### src/rtl/apb_cmd_arbiter_if.sv
// Command-port bundle between NUM_REQ requesters, the arbiter and apb_top.
interface apb_cmd_arbiter_if #(
  parameter int unsigned NUM_REQ = 2,
  parameter int unsigned ADDR_W  = 32,
  parameter int unsigned DATA_W  = 32
);
  localparam int unsigned STRB_W = DATA_W / 8;
  localparam int unsigned IDX_W  = (NUM_REQ > 1) ? $clog2(NUM_REQ) : 1;

  // requester side
  logic [NUM_REQ-1:0]        req_i;
  logic [NUM_REQ-1:0]        write_i;
  logic [NUM_REQ*ADDR_W-1:0] addr_i;
  logic [NUM_REQ*DATA_W-1:0] wdata_i;
  logic [NUM_REQ*STRB_W-1:0] strb_i;
  logic [NUM_REQ*3-1:0]      prot_i;
  logic [NUM_REQ-1:0]        ack_o;
  logic [DATA_W-1:0]         rdata_o;
  logic                      error_o;
  logic                      busy_o;
  logic [IDX_W-1:0]          gnt_idx_o;

  // apb_top command side
  logic                      start;
  logic                      write;
  logic [ADDR_W-1:0]         addr;
  logic [DATA_W-1:0]         wdata;
  logic [STRB_W-1:0]         strb;
  logic [2:0]                prot;
  logic [DATA_W-1:0]         rdata;
  logic                      done;
  logic                      error;

  // arbiter view
  modport slave (
    input  req_i, write_i, addr_i, wdata_i, strb_i, prot_i, rdata, done, error,
    output ack_o, rdata_o, error_o, busy_o, gnt_idx_o,
    output start, write, addr, wdata, strb, prot
  );

  // requesters plus apb_top view
  modport master (
    output req_i, write_i, addr_i, wdata_i, strb_i, prot_i, rdata, done, error,
    input  ack_o, rdata_o, error_o, busy_o, gnt_idx_o,
    input  start, write, addr, wdata, strb, prot
  );
endinterface

### src/rtl/apb_cmd_arbiter.sv
// Round-robin sharing of the apb_top command port among NUM_REQ requesters.
// One transfer at a time: IDLE -> ISSUE -> WAIT -> RESP -> DRAIN -> IDLE.
module apb_cmd_arbiter #(
  parameter int unsigned NUM_REQ = 2,
  parameter int unsigned ADDR_W  = 32,
  parameter int unsigned DATA_W  = 32
) (
  input logic              pclk,
  input logic              presetn,
  apb_cmd_arbiter_if.slave bus
);
  localparam int unsigned STRB_W = DATA_W / 8;
  localparam int unsigned IDX_W  = (NUM_REQ > 1) ? $clog2(NUM_REQ) : 1;

  typedef enum logic [2:0] {
    IDLE  = 3'd0,
    ISSUE = 3'd1,
    WAIT  = 3'd2,
    RESP  = 3'd3,
    DRAIN = 3'd4
  } state_t;

  state_t              state, state_d;
  logic [IDX_W-1:0]    rr, rr_d;
  logic [IDX_W-1:0]    gnt_d;
  logic [IDX_W-1:0]    win_idx, cand;
  logic                win_found;
  logic [NUM_REQ-1:0]  ack_d;
  logic                start_d, busy_d, write_d, error_d;
  logic [ADDR_W-1:0]   addr_d;
  logic [DATA_W-1:0]   wdata_d, rdata_d;
  logic [STRB_W-1:0]   strb_d;
  logic [2:0]          prot_d;

  logic [ADDR_W-1:0]   addr_arr  [NUM_REQ];
  logic [DATA_W-1:0]   wdata_arr [NUM_REQ];
  logic [STRB_W-1:0]   strb_arr  [NUM_REQ];
  logic [2:0]          prot_arr  [NUM_REQ];

  // Unflatten the per-requester command fields.
  for (genvar g = 0; g < NUM_REQ; g++) begin : g_slot
    assign addr_arr[g]  = bus.addr_i[g*ADDR_W +: ADDR_W];
    assign wdata_arr[g] = bus.wdata_i[g*DATA_W +: DATA_W];
    assign strb_arr[g]  = bus.strb_i[g*STRB_W +: STRB_W];
    assign prot_arr[g]  = bus.prot_i[g*3 +: 3];
  end

  // First requesting slot at or after the rr pointer, wrapping.
  always_comb begin
    win_found = 1'b0;
    win_idx   = '0;
    cand      = '0;
    for (int unsigned i = 0; i < NUM_REQ; i++) begin
      cand = IDX_W'((32'(rr) + i) % NUM_REQ);
      if (!win_found && bus.req_i[cand]) begin
        win_found = 1'b1;
        win_idx   = cand;
      end
    end
  end

  // Next state and next values of every registered output.
  always_comb begin
    state_d = state;
    rr_d    = rr;
    gnt_d   = bus.gnt_idx_o;
    start_d = 1'b0;
    ack_d   = '0;
    write_d = bus.write;
    addr_d  = bus.addr;
    wdata_d = bus.wdata;
    strb_d  = bus.strb;
    prot_d  = bus.prot;
    rdata_d = bus.rdata_o;
    error_d = bus.error_o;

    case (state)
      IDLE: begin
        if (win_found) begin
          state_d = ISSUE;
          gnt_d   = win_idx;
          start_d = 1'b1;
          write_d = bus.write_i[win_idx];
          addr_d  = addr_arr[win_idx];
          wdata_d = wdata_arr[win_idx];
          strb_d  = strb_arr[win_idx];
          prot_d  = prot_arr[win_idx];
        end
      end
      ISSUE: state_d = WAIT;
      WAIT: begin
        if (bus.done) begin
          state_d = RESP;
          rdata_d = bus.rdata;
          error_d = bus.error;
          ack_d   = NUM_REQ'(1) << bus.gnt_idx_o;
        end
      end
      RESP: begin
        state_d = DRAIN;
        rr_d    = IDX_W'((32'(bus.gnt_idx_o) + 1) % NUM_REQ);
      end
      // Hold off until a level-style done has dropped.
      DRAIN: begin
        if (!bus.done) state_d = IDLE;
      end
      default: state_d = IDLE;
    endcase

    busy_d = (state_d != IDLE);
  end

  // State, rr pointer and registered outputs.
  always_ff @(posedge pclk or negedge presetn) begin
    if (!presetn) begin
      state         <= IDLE;
      rr            <= '0;
      bus.gnt_idx_o <= '0;
      bus.start     <= 1'b0;
      bus.ack_o     <= '0;
      bus.busy_o    <= 1'b0;
      bus.write     <= 1'b0;
      bus.addr      <= '0;
      bus.wdata     <= '0;
      bus.strb      <= '0;
      bus.prot      <= '0;
      bus.rdata_o   <= '0;
      bus.error_o   <= 1'b0;
    end else begin
      state         <= state_d;
      rr            <= rr_d;
      bus.gnt_idx_o <= gnt_d;
      bus.start     <= start_d;
      bus.ack_o     <= ack_d;
      bus.busy_o    <= busy_d;
      bus.write     <= write_d;
      bus.addr      <= addr_d;
      bus.wdata     <= wdata_d;
      bus.strb      <= strb_d;
      bus.prot      <= prot_d;
      bus.rdata_o   <= rdata_d;
      bus.error_o   <= error_d;
    end
  end
endmodule
### src/flat_wrapper.sv
// flat-port wrapper written by rule: the top's interface ports become plain ports
module apb_cmd_arbiter_flat 
#(
  parameter int unsigned NUM_REQ = 2,
  parameter int unsigned ADDR_W  = 32,
  parameter int unsigned DATA_W  = 32
)
  (pclk, presetn, bus_req_i, bus_write_i, bus_addr_i, bus_wdata_i, bus_strb_i, bus_prot_i, bus_rdata, bus_done, bus_error, bus_ack_o, bus_rdata_o, bus_error_o, bus_busy_o, bus_gnt_idx_o, bus_start, bus_write, bus_addr, bus_wdata, bus_strb, bus_prot);
  apb_cmd_arbiter_if #(.NUM_REQ(NUM_REQ), .ADDR_W(ADDR_W), .DATA_W(DATA_W)) bus_i ();
  input logic pclk;
  input logic presetn;
  input wire logic [$bits(bus_i.req_i)-1:0] bus_req_i;
  input wire logic [$bits(bus_i.write_i)-1:0] bus_write_i;
  input wire logic [$bits(bus_i.addr_i)-1:0] bus_addr_i;
  input wire logic [$bits(bus_i.wdata_i)-1:0] bus_wdata_i;
  input wire logic [$bits(bus_i.strb_i)-1:0] bus_strb_i;
  input wire logic [$bits(bus_i.prot_i)-1:0] bus_prot_i;
  input wire logic [$bits(bus_i.rdata)-1:0] bus_rdata;
  input wire logic [$bits(bus_i.done)-1:0] bus_done;
  input wire logic [$bits(bus_i.error)-1:0] bus_error;
  output wire logic [$bits(bus_i.ack_o)-1:0] bus_ack_o;
  output wire logic [$bits(bus_i.rdata_o)-1:0] bus_rdata_o;
  output wire logic [$bits(bus_i.error_o)-1:0] bus_error_o;
  output wire logic [$bits(bus_i.busy_o)-1:0] bus_busy_o;
  output wire logic [$bits(bus_i.gnt_idx_o)-1:0] bus_gnt_idx_o;
  output wire logic [$bits(bus_i.start)-1:0] bus_start;
  output wire logic [$bits(bus_i.write)-1:0] bus_write;
  output wire logic [$bits(bus_i.addr)-1:0] bus_addr;
  output wire logic [$bits(bus_i.wdata)-1:0] bus_wdata;
  output wire logic [$bits(bus_i.strb)-1:0] bus_strb;
  output wire logic [$bits(bus_i.prot)-1:0] bus_prot;
  assign bus_i.req_i = bus_req_i;
  assign bus_i.write_i = bus_write_i;
  assign bus_i.addr_i = bus_addr_i;
  assign bus_i.wdata_i = bus_wdata_i;
  assign bus_i.strb_i = bus_strb_i;
  assign bus_i.prot_i = bus_prot_i;
  assign bus_i.rdata = bus_rdata;
  assign bus_i.done = bus_done;
  assign bus_i.error = bus_error;
  assign bus_ack_o = bus_i.ack_o;
  assign bus_rdata_o = bus_i.rdata_o;
  assign bus_error_o = bus_i.error_o;
  assign bus_busy_o = bus_i.busy_o;
  assign bus_gnt_idx_o = bus_i.gnt_idx_o;
  assign bus_start = bus_i.start;
  assign bus_write = bus_i.write;
  assign bus_addr = bus_i.addr;
  assign bus_wdata = bus_i.wdata;
  assign bus_strb = bus_i.strb;
  assign bus_prot = bus_i.prot;
  apb_cmd_arbiter #(.NUM_REQ(NUM_REQ), .ADDR_W(ADDR_W), .DATA_W(DATA_W)) u_core (.pclk(pclk), .presetn(presetn), .bus(bus_i));
endmodule
### config.mk
export PLATFORM = sky130hd
export DESIGN_NAME = apb_cmd_arbiter_flat
export DESIGN_NICKNAME = d
export VERILOG_FILES = /design/src/rtl/apb_cmd_arbiter_if.sv /design/src/rtl/apb_cmd_arbiter.sv /design/src/flat_wrapper.sv
export SDC_FILE = /design/constraint.sdc
export NUM_CORES = 1
export LEC_CHECK = 0
export BUFFER_PORTS_ARGS = -buffer_cell sky130_fd_sc_hd__buf_4
export CAP_MARGIN = 20
export CORE_MARGIN = 4
export CORE_UTILIZATION = 40
export CTS_CLUSTER_SIZE = 24
export DETAILED_ROUTE_END_ITERATION = 16
export GPL_TIMING_DRIVEN = 0
export PLACE_DENSITY = 0.75
export SYNTH_ARGS = -nofsm -noshare
export SYNTH_HDL_FRONTEND = slang
export SYNTH_SLANG_ARGS = --single-unit
### constraint.sdc
create_clock -name pclk -period 5.54 [get_ports pclk]
set_clock_uncertainty 0.2 [all_clocks]
set_input_delay 0.277 -clock pclk [delete_from_list [all_inputs] [get_ports pclk]]
set_output_delay 0.277 -clock pclk [all_outputs]
set_load 0.03 [all_outputs]
Word-level counts from Yosys, hierarchy flattened
Cells that the tools add are included.
{"block": "op_classes", "reduce_logical": 6, "bitwise": 1, "n_eq_ne": 4, "mux": 30, "addsub": 2, "magnitude_cmp": 4, "shift": 1}
{"cell": "two-way mux 32 bit", "n": 6}
{"cell": "two-way mux 3 bit", "n": 6}
{"cell": "case mux 3 bit (5 select lines)", "n": 1}
{"cell": "two-way mux 1 bit", "n": 12}
{"cell": "two-way mux 4 bit", "n": 3}
{"cell": "== test 3 x 2 -> 1 bit (second input constant)", "n": 2}
{"cell": "less-than comparator 1 x 2 -> 1 bit (second input constant)", "n": 3}
{"cell": "two-way mux 2 bit", "n": 2}
{"cell": "AND reduction 2 bit", "n": 2}
{"cell": "== test 3 x 1 -> 1 bit (second input constant)", "n": 1}
{"cell": "== test 3 bit (second input constant)", "n": 1}
{"cell": "zero test 3 bit", "n": 1}
{"cell": "nonzero test 3 bit", "n": 1}
{"cell": "adder 1 bit (second input constant)", "n": 2}
{"cell": ">= comparator 2 bit (second input constant)", "n": 1}
{"cell": "NOT 1 -> 2 bit", "n": 1}
{"cell": "left shift 1 x 1 -> 2 bit (first input constant)", "n": 1}
{"cell": "logical AND 1 bit", "n": 1}
{"cell": "zero test 1 bit", "n": 1}
{"block": "word_totals", "input_bits": 182, "wordCells": 61, "reg_bits": 114, "out_inout_bits": 110}

Depth between registers and ports, before layout
Gate-level depths: netlist of run 1.
{"block": "depth", "depth_word": 10, "depth_mapped": 5, "ltp_nobuf": 3}

Worst setup path before layout of run 1
OpenSTA, ideal clock, no wires.
{"block": "synth_timing", "path_kind": "flip-flop to flip-flop", "startpoint": "register u_core.state[0]", "endpoint": "register u_core.bus.rdata_o[10]", "period_less_slack_ns": 1.738, "arrival_time_ns": 1.413, "setup_time_ns": 0.125, "slack_ns": 3.802, "path_buffers": 2, "stages_incl_launch_ff": 5, "required_time_ns": 5.215, "cell_sequence": "dfrtp_1 nor4bb_1 buf_2 buf_4 mux2_2"}
{"block": "synth_via", "elab_chain_cells": 2}
{"element": "start, declared", "line": "apb_cmd_arbiter.sv:23", "text": "state_t state, state_d;"}
{"element": "start signal, assigned", "line": "apb_cmd_arbiter.sv:130", "text": "state <= state_d;"}
{"element": "== test 3 x 2 -> 1 bit", "line": "apb_cmd_arbiter.sv:77", "text": "case (state)"}
{"element": "AND reduction 2 bit (no source line)"}
{"element": "end signal, assigned", "line": "apb_cmd_arbiter.sv:141", "text": "bus.rdata_o <= rdata_d;"}
{"element": "end, declared", "line": "apb_cmd_arbiter_if.sv:37", "text": "output ack_o, rdata_o, error_o, busy_o, gnt_idx_o,"}
Every way passes these cells.
A chain may end at the register's enable or synchronous reset.

Worst setup path in the final report of run 1
{"block": "layout_timing", "startpoint": "register u_core.rr", "endpoint": "register u_core.bus.wdata[18]"}
{"block": "layout_via", "elab_chain_cells": 10, "elab_cells_between_ends": 16, "cone_classes": "add/sub: 1; mux: 11; bitwise: 1; reduce/logical: 3"}
{"element": "start, declared", "line": "apb_cmd_arbiter.sv:24", "text": "logic [IDX_W-1:0] rr, rr_d;"}
{"element": "start signal, assigned", "line": "apb_cmd_arbiter.sv:131", "text": "rr <= rr_d;"}
{"element": "two-way mux 1 bit (implied by the code) (2 in series)", "line": "apb_cmd_arbiter.sv:55", "text": "if (!win_found && bus.req_i[cand]) begin"}
{"element": "two-way mux 1 bit", "line": "apb_cmd_arbiter.sv:55"}
{"element": "zero test 1 bit", "line": "apb_cmd_arbiter.sv:55"}
{"element": "logical AND 1 bit", "line": "apb_cmd_arbiter.sv:55"}
{"element": "two-way mux 1 bit", "line": "apb_cmd_arbiter.sv:55"}
{"element": "NOT 1 -> 2 bit (implied by the code)", "line": "apb_cmd_arbiter.sv:85", "text": "wdata_d = wdata_arr[win_idx];"}
{"element": "two-way mux 32 bit (implied by the code) (3 in series)", "line": "apb_cmd_arbiter.sv:85"}
{"element": "end signal, assigned", "line": "apb_cmd_arbiter.sv:138", "text": "bus.wdata <= wdata_d;"}
{"element": "end, declared", "line": "apb_cmd_arbiter_if.sv:38", "text": "output start, write, addr, wdata, strb, prot"}
Parallel ways exist; a longest one is shown, timed or not. The select of a mux whose other input is x is not followed.

==> results of run 1 <==
layer usage:
metal  global-route usage  vias up  part of all wire
li1                     -     2212                 -
met1               0.3029     2415              0.37
met2               0.4714      257              0.51
met3              0.08746       44             0.082
met4               0.1194        0             0.031
met5                    0        -                 0
power by group through the flow:
stage          Sequential (uW)  Clock (uW)  Combinational (uW)
4_1_cts                   1500        1140                2760
5_1_grt                   1560        1180                2910
6_report                  1510        1130                2760
3_5_place_dp              1500           0                2710
2_1_floorplan             2240           0                 915
3_3_place_gp              1480           0                2660
worst max-delay path: stages, from the launching register on:
cell	delay [ns]
sky130_fd_sc_hd__dfrtp_1	0.39
sky130_fd_sc_hd__nor2b_1	0.11
sky130_fd_sc_hd__clkbuf_1	0.52
sky130_fd_sc_hd__clkbuf_1	0.45
sky130_fd_sc_hd__o32ai_1	0.14
sky130_fd_sc_hd__dlygate4sd3_1	0.59
sky130_fd_sc_hd__a2bb2oi_1	0.15
how the worst max path moves through the flow:
stage / from / to / depth (start not counted)
2_1_floorplan: u_core.state[0]$_DFF_PN0_ / u_core.bus.rdata_o[10]$_DFFE_PN0P_ / 4
3_3_place_gp: bus_req_i[0] / u_core.bus.wdata[21]$_DFFE_PN0P_ / 6
3_5_place_dp: bus_req_i[0] / u_core.bus.wdata[14]$_DFFE_PN0P_ / 6
4_1_cts: u_core.rr$_DFFE_PN0N_ / u_core.bus.wdata[18]$_DFFE_PN0P_ / 6
5_1_grt: u_core.rr$_DFFE_PN0N_ / u_core.bus.wdata[18]$_DFFE_PN0P_ / 6
6_report: u_core.rr$_DFFE_PN0N_ / u_core.bus.wdata[18]$_DFFE_PN0P_ / 6
final cells by class:
| cell class | instances | share of cell area |
|---|---|---|
| well taps | 143 | 0.02096 |
| repair buffers | 363 | 0.3424 |
| inverters | 1 | 0.0004397 |
| clock buffers | 23 | 0.05716 |
| multi-input cells | 195 | 0.2071 |
| clock inverters | 9 | 0.01495 |
| flip-flops and latches | 114 | 0.3342 |
| plain buffers | 42 | 0.02286 |
registers in the layout, indices dropped and copies added (netlist names):
signal                flops
u_core.bus.error_o        1
u_core.bus.ack_o          2
u_core.bus.gnt_idx_o      1
u_core.bus.strb           4
u_core.bus.start          1
u_core.state              3
u_core.bus.busy_o         1
u_core.bus.prot           3
u_core.bus.addr          32
u_core.bus.wdata         32
u_core.bus.rdata_o       32
u_core.rr                 1
u_core.bus.write          1
cells in the mapped netlist, types with 2 or more instances:
| cell | instances |
|---|---|
| sky130_fd_sc_hd__buf_4 | 9 |
| sky130_fd_sc_hd__a2bb2oi_1 | 72 |
| sky130_fd_sc_hd__buf_2 | 3 |
| sky130_fd_sc_hd__mux2_2 | 34 |
| sky130_fd_sc_hd__nor2b_1 | 2 |
| sky130_fd_sc_hd__nand2_1 | 2 |
| sky130_fd_sc_hd__o32ai_1 | 72 |
| sky130_fd_sc_hd__dfrtp_1 | 114 |
| sky130_fd_sc_hd__nor2_1 | 2 |
| sky130_fd_sc_hd__clkbuf_1 | 30 |
through the flow:
| step | hold WS (ns) | cells | total power [uW] | area (um2) | setup WS, ns |
|---|---|---|---|---|---|
| global placement | 0.2915 | 786 | 4142 | 7183 | 3.469 |
| CTS | 0.00009764 | 890 | 5396 | 8537 | 2.937 |
| global route | 0.01207 | 890 | 5645 | 8537 | 2.745 |
| floorplan | -0.2186 | 352 | 3153 | 4820 | 3.802 |
| finish | 0.008137 | 890 | 5403 | 8537 | 2.906 |
| detailed placement | 0.1739 | 787 | 4208 | 7211 | 3.429 |
repair_timing:
item,CTS,global route
endpoints found under the hold margin,123,0
setup buffers,0,0
hold buffers,71,0
cell families (layout without fill, tap and decap cells):
logic type,count (synthesis),in the layout,share of synthesized area
AOI/OAI and AO/OA,147,147,0.2664
xor gates and xnor gates,1,1,0.001818
buffers and inverters,43,438,0.04128
DFF,114,114,0.5919
muxes,34,34,0.07944
and+or+nand+nor,13,13,0.01922
==> summary.txt, run 1 <==
Run status
  • Status: completed

Clock tree
  • Clock latency at the later pin of the worst-skew pair: 0.40 ns
  • Maximum level of the CTS H-tree: 4
  • CTS buffer count: 17
  • Root Buffer: sky130_fd_sc_hd__clkbuf_16
  • Cells resized by post-CTS repair: 0
  • Clock-pin slew reported for the worst setup and hold paths after clock tree synthesis: 0.05 ns
  • Clock tree from TritonCTS: built
  • Number of sinks on the clock net: ~110
  • Number of buffers between clock root and the deepest sink: 2

Global route
  • Total congestion overflow after global routing: 0
  • First-pass GRT wire length: 29880 um
  • Largest net degree at the start of global routing: 61
  • Vias in the first global route: 5438
  • Initial antenna violation count: 0
  • All-layer global routing usage: 0.2707

Floorplanning
  • Area of the core: 11610 um2
  • Initial core utilization: 0.4150
  • Area of the die: 13870 um2
  • Count of boundary I/O pins: 292
  • Number of placement rows: 39
  • Die boundary height: around 120 um
  • Die span in x: around 120 um

Yosys
  • Dominant cells by area after synthesis: sky130_fd_sc_hd__dfrtp_1, sky130_fd_sc_hd__a2bb2oi_1, sky130_fd_sc_hd__o32ai_1
  • Avg Synthesized Cell Area: between 10 and 15 um2
  • Synthesized cell area: 4820 um2
  • Dominant register cell in the synthesized netlist: sky130_fd_sc_hd__dfrtp_1
  • Distinct cells, synth: 22
  • Cell type with the highest aggregate area in the netlist: sky130_fd_sc_hd__dfrtp_1
  • Share of the yosys chip area belonging to registers: 0.5919
  • Count of synthesis-stage warnings from yosys: 0
  • Count of flip-flops with a built-in enable after synthesis: 0
  • Share of flip-flops with an asynchronous set or reset after synthesis: 1.000
  • Synthesized net count: 534
  • Number of storage elements in the synthesis netlist: 114
  • Yosys top cell area share: 0.5919
  • Count of mapped cells out of synthesis: 352

Critical path
  • Startpoint types: flop
  • Crit path max fanout: 10
  • Required arrival time at the worst endpoint: about 5.7 ns
  • Crit. End Element: flop
  • End of the worst register-to-register path: u_core.bus.wdata[18]$_DFFE_PN0P_
  • Launch instance of the worst register-to-register path: u_core.rr$_DFFE_PN0N_
  • Worst-case reg-to-reg path depth: 6
  • FF-to-FF setup slack: 2.91 ns
  • Critical Path AT: 2.76 ns
  • Type of the setup path with the least slack: flop to flop

Power
  • Reported leakage power: 0.003869 uW
  • Fraction of power consumed by sequential logic: 0.280
  • Power share of the clock group: 0.208
  • Combinational power share: 0.511
  • Power per unit of standard cell area: 632.9 nW/um2
  • Worst voltage drop across the vdd grid: 0.0004405 V
  • Sw Share: 0.4113
  • Switching pwr: approximately 2200 uW
  • Internal Pwr Total: around 3200 uW

Run
  • Count of maximum capacitance violations: 0

Detailed routing
  • DRT iter0 DRCs: between 200 and 250
  • Detailed-route via count: approximately 4900
  • DRC violation count after routing: 0
  • Wire length per cell: 21.06 um
  • Final ANT Viol Nets: 0
  • Via/cell ratio: 5.537
  • Router iterations before antenna repair: 4
  • Routed wire length: roughly 19000 um

Hold path
  • Worst min path class: input pin to flop
  • Cell depth of the worst min-delay path: 3
  • Hold Crit Start: bus_addr_i[7]
  • Endpoint of the worst hold-timing path: u_core.bus.addr[7]$_DFFE_PN0P_

Placed design
  • Final Wtd Congestion: 0.8073
  • Placed wire-length estimate after detailed placement: 12890 um
  • Port bufs: 291

Finish
  • Area taken by multi-input logic gates: 1768 um2
  • Final antenna diode count: 0
  • Synth-to-layout area growth: 77.13%
  • Number of fill cells: between 700 and 800
  • Top library cells by usage in the layout, fill and taps aside: sky130_fd_sc_hd__buf_4, sky130_fd_sc_hd__dfrtp_1, sky130_fd_sc_hd__o32ai_1, sky130_fd_sc_hd__a2bb2oi_1, sky130_fd_sc_hd__dlygate4sd3_1
  • Register cell area after layout: 2853 um2
  • Final net count: 916
  • Fraction of final layout cells with drive strength greater than 1: 0.4980
  • Leading cell type in the layout, fill and taps excluded: sky130_fd_sc_hd__buf_4
  • Post-layout utilization of the core: 0.7351

STA
  • Min Tclk post-route: roughly 2.6 ns
  • Count of pins over their slew limit: 0
  • Slew at the pin closest to its max-slew limit: approximately 0.74 ns
  • Unrepaired setup endpoints after global routing: no
  • Relative slew slack: 0.5054
  • Total count of hold-check failures in the final report: 0
  • Peak clock frequency supported by timing: 379.6 MHz
  • Final setup vio count: 0
  • Final Cycle Share: 0.4755
  • Total Negative Setup Slacks: 0 ns
Power figures use the tool's default switching activity.
==> run 2, diff against run 1 <==
--- a/config.mk
+++ b/config.mk
@@ -5,6 +5,7 @@
 export SDC_FILE = /design/constraint.sdc
 export NUM_CORES = 1
 export LEC_CHECK = 0
+export ABC_AREA = 1
 export BUFFER_PORTS_ARGS = -buffer_cell sky130_fd_sc_hd__buf_4
 export CAP_MARGIN = 20
 export CORE_MARGIN = 4
@@ -12,7 +13,7 @@
 export CTS_CLUSTER_SIZE = 24
 export DETAILED_ROUTE_END_ITERATION = 16
 export GPL_TIMING_DRIVEN = 0
-export PLACE_DENSITY = 0.75
+export PLACE_DENSITY = 0.72
 export SYNTH_ARGS = -nofsm -noshare
 export SYNTH_HDL_FRONTEND = slang
 export SYNTH_SLANG_ARGS = --single-unit
==> constraint.sdc (replaced) <==
create_clock -name pclk -period 2.5 [get_ports pclk]
set_clock_uncertainty 0.2 [all_clocks]
set_input_delay 0.125 -clock pclk [delete_from_list [all_inputs] [get_ports pclk]]
set_output_delay 0.125 -clock pclk [all_outputs]
set_load 0.03 [all_outputs]
==> run 2 against run 1 <==
  * Critical path depth is 1 higher
  * Combinational power is 140% higher
  * Highest routed layer unchanged
  * Hold slack better by 0.014 ns
  * Cell area is 24% higher
  * Power is 130% higher
  * First-iteration DRC count is 55% higher
  * Clock power is 110% higher
  * Sequential power is 120% higher
  * Critical path type unchanged
==> summary.txt, run 2 <==
Global route
  • Largest net degree at the start of global routing: 73
  • Initial antenna violation count: 0
  • All-layer global routing usage: 0.2695
  • First-pass GRT wire length: 35140 um
  • Vias in the first global route: 7280
  • Total congestion overflow after global routing: 0

Detailed routing
  • Final ANT Viol Nets: 0
  • Detailed-route via count: 6929
  • Via/cell ratio: ~4.7
  • Routed wire length: ~22000 um
  • Router iterations before antenna repair: 5
  • Wire length per cell: 14.86 um
  • DRT iter0 DRCs: 328
  • DRC violation count after routing: 0

Yosys
  • Count of mapped cells out of synthesis: 790
  • Count of flip-flops with a built-in enable after synthesis: 0
  • Avg Synthesized Cell Area: 7.262 um2
  • Count of synthesis-stage warnings from yosys: 0
  • Yosys top cell area share: 0.4973
  • Share of flip-flops with an asynchronous set or reset after synthesis: 1.000
  • Most numerous cell types in the synthesized netlist: sky130_fd_sc_hd__nand2_1, sky130_fd_sc_hd__inv_1, sky130_fd_sc_hd__nand3_1, sky130_fd_sc_hd__dfrtp_1
  • Synthesized net count: 972
  • Distinct cells, synth: 16
  • Number of storage elements in the synthesis netlist: 114
  • Dominant register cell in the synthesized netlist: sky130_fd_sc_hd__dfrtp_1
  • Most instantiated library cell after synthesis: sky130_fd_sc_hd__nand2_1
  • Dominant cells by area after synthesis: sky130_fd_sc_hd__dfrtp_1, sky130_fd_sc_hd__nand2_1, sky130_fd_sc_hd__nand3_1
  • Cell type with the highest aggregate area in the netlist: sky130_fd_sc_hd__dfrtp_1
  • Synthesized cell area: approximately 5700 um2
  • Share of the yosys chip area belonging to registers: 0.4973

Finish
  • Largest registers in the final layout: u_core.bus.addr: 32 flops, u_core.bus.rdata_o: 32 flops, u_core.bus.wdata: 32 flops
  • Non-Filler Instances: roughly 1500
  • Area taken by multi-input logic gates: 1959 um2
  • Number of fill cells: around 1000
  • Total non-filler cell area in the finished layout: 10560 um2
  • Top library cells by usage in the layout, fill and taps aside: sky130_fd_sc_hd__buf_4, sky130_fd_sc_hd__nand2_1, sky130_fd_sc_hd__inv_1, sky130_fd_sc_hd__dlygate4sd3_1, sky130_fd_sc_hd__nand3_1
  • Synth-to-layout area growth: 84.10%
  • Register cell area after layout: approximately 2900 um2
  • Leading cell type in the layout, fill and taps excluded: sky130_fd_sc_hd__buf_4
  • Fraction of final layout cells with drive strength greater than 1: 0.2800
  • Final net count: 1462

Clock tree
  • CTS buffer count: 17
  • Number of sinks on the clock net: 114
  • Clock tree from TritonCTS: built
  • Clock-pin slew reported for the worst setup and hold paths after clock tree synthesis: 0.06 ns
  • Clock latency at the later pin of the worst-skew pair: about 0.41 ns
  • Root Buffer: sky130_fd_sc_hd__clkbuf_16
  • Post-CTS setup buffers: 0
  • Maximum level of the CTS H-tree: 4
  • Number of buffers between clock root and the deepest sink: 2

Critical path
  • End of the worst register-to-register path: u_core.bus.addr[29]$_DFFE_PN0P_
  • Startpoint types: flop
  • Crit path max fanout: 10
  • Required arrival time at the worst endpoint: around 2.6 ns
  • Critical Path AT: 2.46 ns
  • Type of the setup path with the least slack: flop to flop
  • Worst-case reg-to-reg path depth: 7
  • Crit. End Element: flop
  • FF-to-FF setup slack: roughly 0.14 ns
  • Launch instance of the worst register-to-register path: u_core.rr$_DFFE_PN0N_

STA
  • Final setup vio count: 0
  • Relative slew slack: 0.6767
  • Final Cycle Share: 0.9423
  • Total count of hold-check failures in the final report: 0
  • Post-route worst setup slack: 0.1443 ns
  • Slew at the pin closest to its max-slew limit: 0.4849 ns
  • Unrepaired setup endpoints after global routing: no
  • Count of pins over their slew limit: 0
  • Min Tclk post-route: 2.356 ns
  • Peak clock frequency supported by timing: between 400 and 500 MHz
  • Total Negative Setup Slacks: 0 ns

Floorplanning
  • Count of boundary I/O pins: 292
  • Area of the core: ~14000 um2
  • Area of the die: 16320 um2
  • Die boundary height: 127.8 um
  • Initial core utilization: 0.4101
  • Number of placement rows: 43
  • Die span in x: about 130 um

Placed design
  • Final Wtd Congestion: 0.8516
  • Placed instance area: approximately 8200 um2
  • Placed wire-length estimate after detailed placement: 13510 um
  • Cell total after placement: 1262
  • Post-placement worst setup slack: 0.7206 ns
  • Port bufs: ~290

Power
  • Reported leakage power: 0.005934 uW
  • Worst voltage drop across the vdd grid: 0.0006287 V
  • Power per unit of standard cell area: 1169 nW/um2

Run status
  • Status: completed

Hold path
  • Worst min path class: input pin to asynchronous set/reset pin

Run
  • Count of maximum capacitance violations: 0
## run 2: cell count changes in the layout (fill, tap and decap cells not counted), sizes merged, moves of 20 or more
cell | previous run | this run
buf | 304 | 324
a2bb2oi | 72 | 0
dlygate4sd3 | 71 | 179
o32ai | 72 | 0
nand2 | 2 | 260
inv | 1 | 182
o21ai | 1 | 35
nand3 | 0 | 147
mux2 | 34 | 0
clkbuf | 53 | 32
## run 2: final cells by class
class                   count  share of cell area
clock buffers              20             0.04324
repair buffers            471              0.3795
clock inverters            12             0.01256
diodes                      1           0.0002369
inverters                 181             0.06433
well taps                 180             0.02132
flip-flops and latches    114              0.2701
multi-input cells         451              0.1855
plain buffers              44             0.02322
## run 2: worst max-delay path: stages (launching register included)
cell and delay [ns]:
sky130_fd_sc_hd__dfrtp_1 0.34, sky130_fd_sc_hd__inv_1 0.05, sky130_fd_sc_hd__nand2_2 0.24, sky130_fd_sc_hd__clkbuf_1 0.42, sky130_fd_sc_hd__nand3_1 0.25, sky130_fd_sc_hd__nand3_1 0.14
sky130_fd_sc_hd__dlygate4sd3_1 0.56, sky130_fd_sc_hd__nand2_1 0.05
## run 2: cell families after synthesis
kind of cell           synth area share
AOI/OAI and AO/OA               0.03053
buffers and inverters            0.1612
DFF                              0.4973
and+or+nand+nor                  0.3110
## run 2: how the worst max path moves through the flow
| stage | start | to | slack, ns | cells after the start |
|---|---|---|---|---|
| 2_1_floorplan | u_core.state[0]$_DFF_PN0_ | u_core.bus.rdata_o[26]$_DFFE_PN0P_ | 1.09 | 6 |
| 3_3_place_gp | u_core.rr$_DFFE_PN0N_ | u_core.bus.addr[29]$_DFFE_PN0P_ | 0.72 | 6 |
| 3_5_place_dp | u_core.rr$_DFFE_PN0N_ | u_core.bus.addr[29]$_DFFE_PN0P_ | 0.72 | 6 |
| 4_1_cts | u_core.rr$_DFFE_PN0N_ | u_core.bus.addr[29]$_DFFE_PN0P_ | 0.17 | 7 |
| 5_1_grt | u_core.rr$_DFFE_PN0N_ | u_core.bus.addr[27]$_DFFE_PN0P_ | 0.03 | 8 |
| 6_report | u_core.rr$_DFFE_PN0N_ | u_core.bus.addr[29]$_DFFE_PN0P_ | 0.14 | 7 |
## run 2: power breakdown
part | internal, uW | total (uW) | switching [uW]
Combinational | 2650 | 6660 | 4010
Clock | 1520 | 2390 | 874
Sequential | 2760 | 3290 | 526
## run 2: routing by layer
layer / wire (um) / up-vias / global-route usage
met1: 8177 / 3229 / 0.3000
met5: 0 / - / 0
li1: - / 3339 / -
met2: 11050 / 292 / 0.4710
met4: 938 / 0 / 0.1305
met3: 1735 / 69 / 0.07833
## run 2: through the flow
| step | hold WS, ns | utilization | power, uW |
|---|---|---|---|
| after global routing | 0.03280 | 0.7548 | 13090 |
| after detailed placement | -0.1247 | 0.5846 | 9178 |
| final | 0.02188 | 0.7550 | 12340 |
| after floorplan | -0.3706 | - | 6798 |
| after global placement | 0.1846 | 0.5824 | 9084 |
| after CTS | 0.004894 | 0.7548 | 12270 |
## run 2: timing repair
action                    CTS  global route
resized for setup           0             0
hold buffers              179             0
hold endpoints to repair  221             0
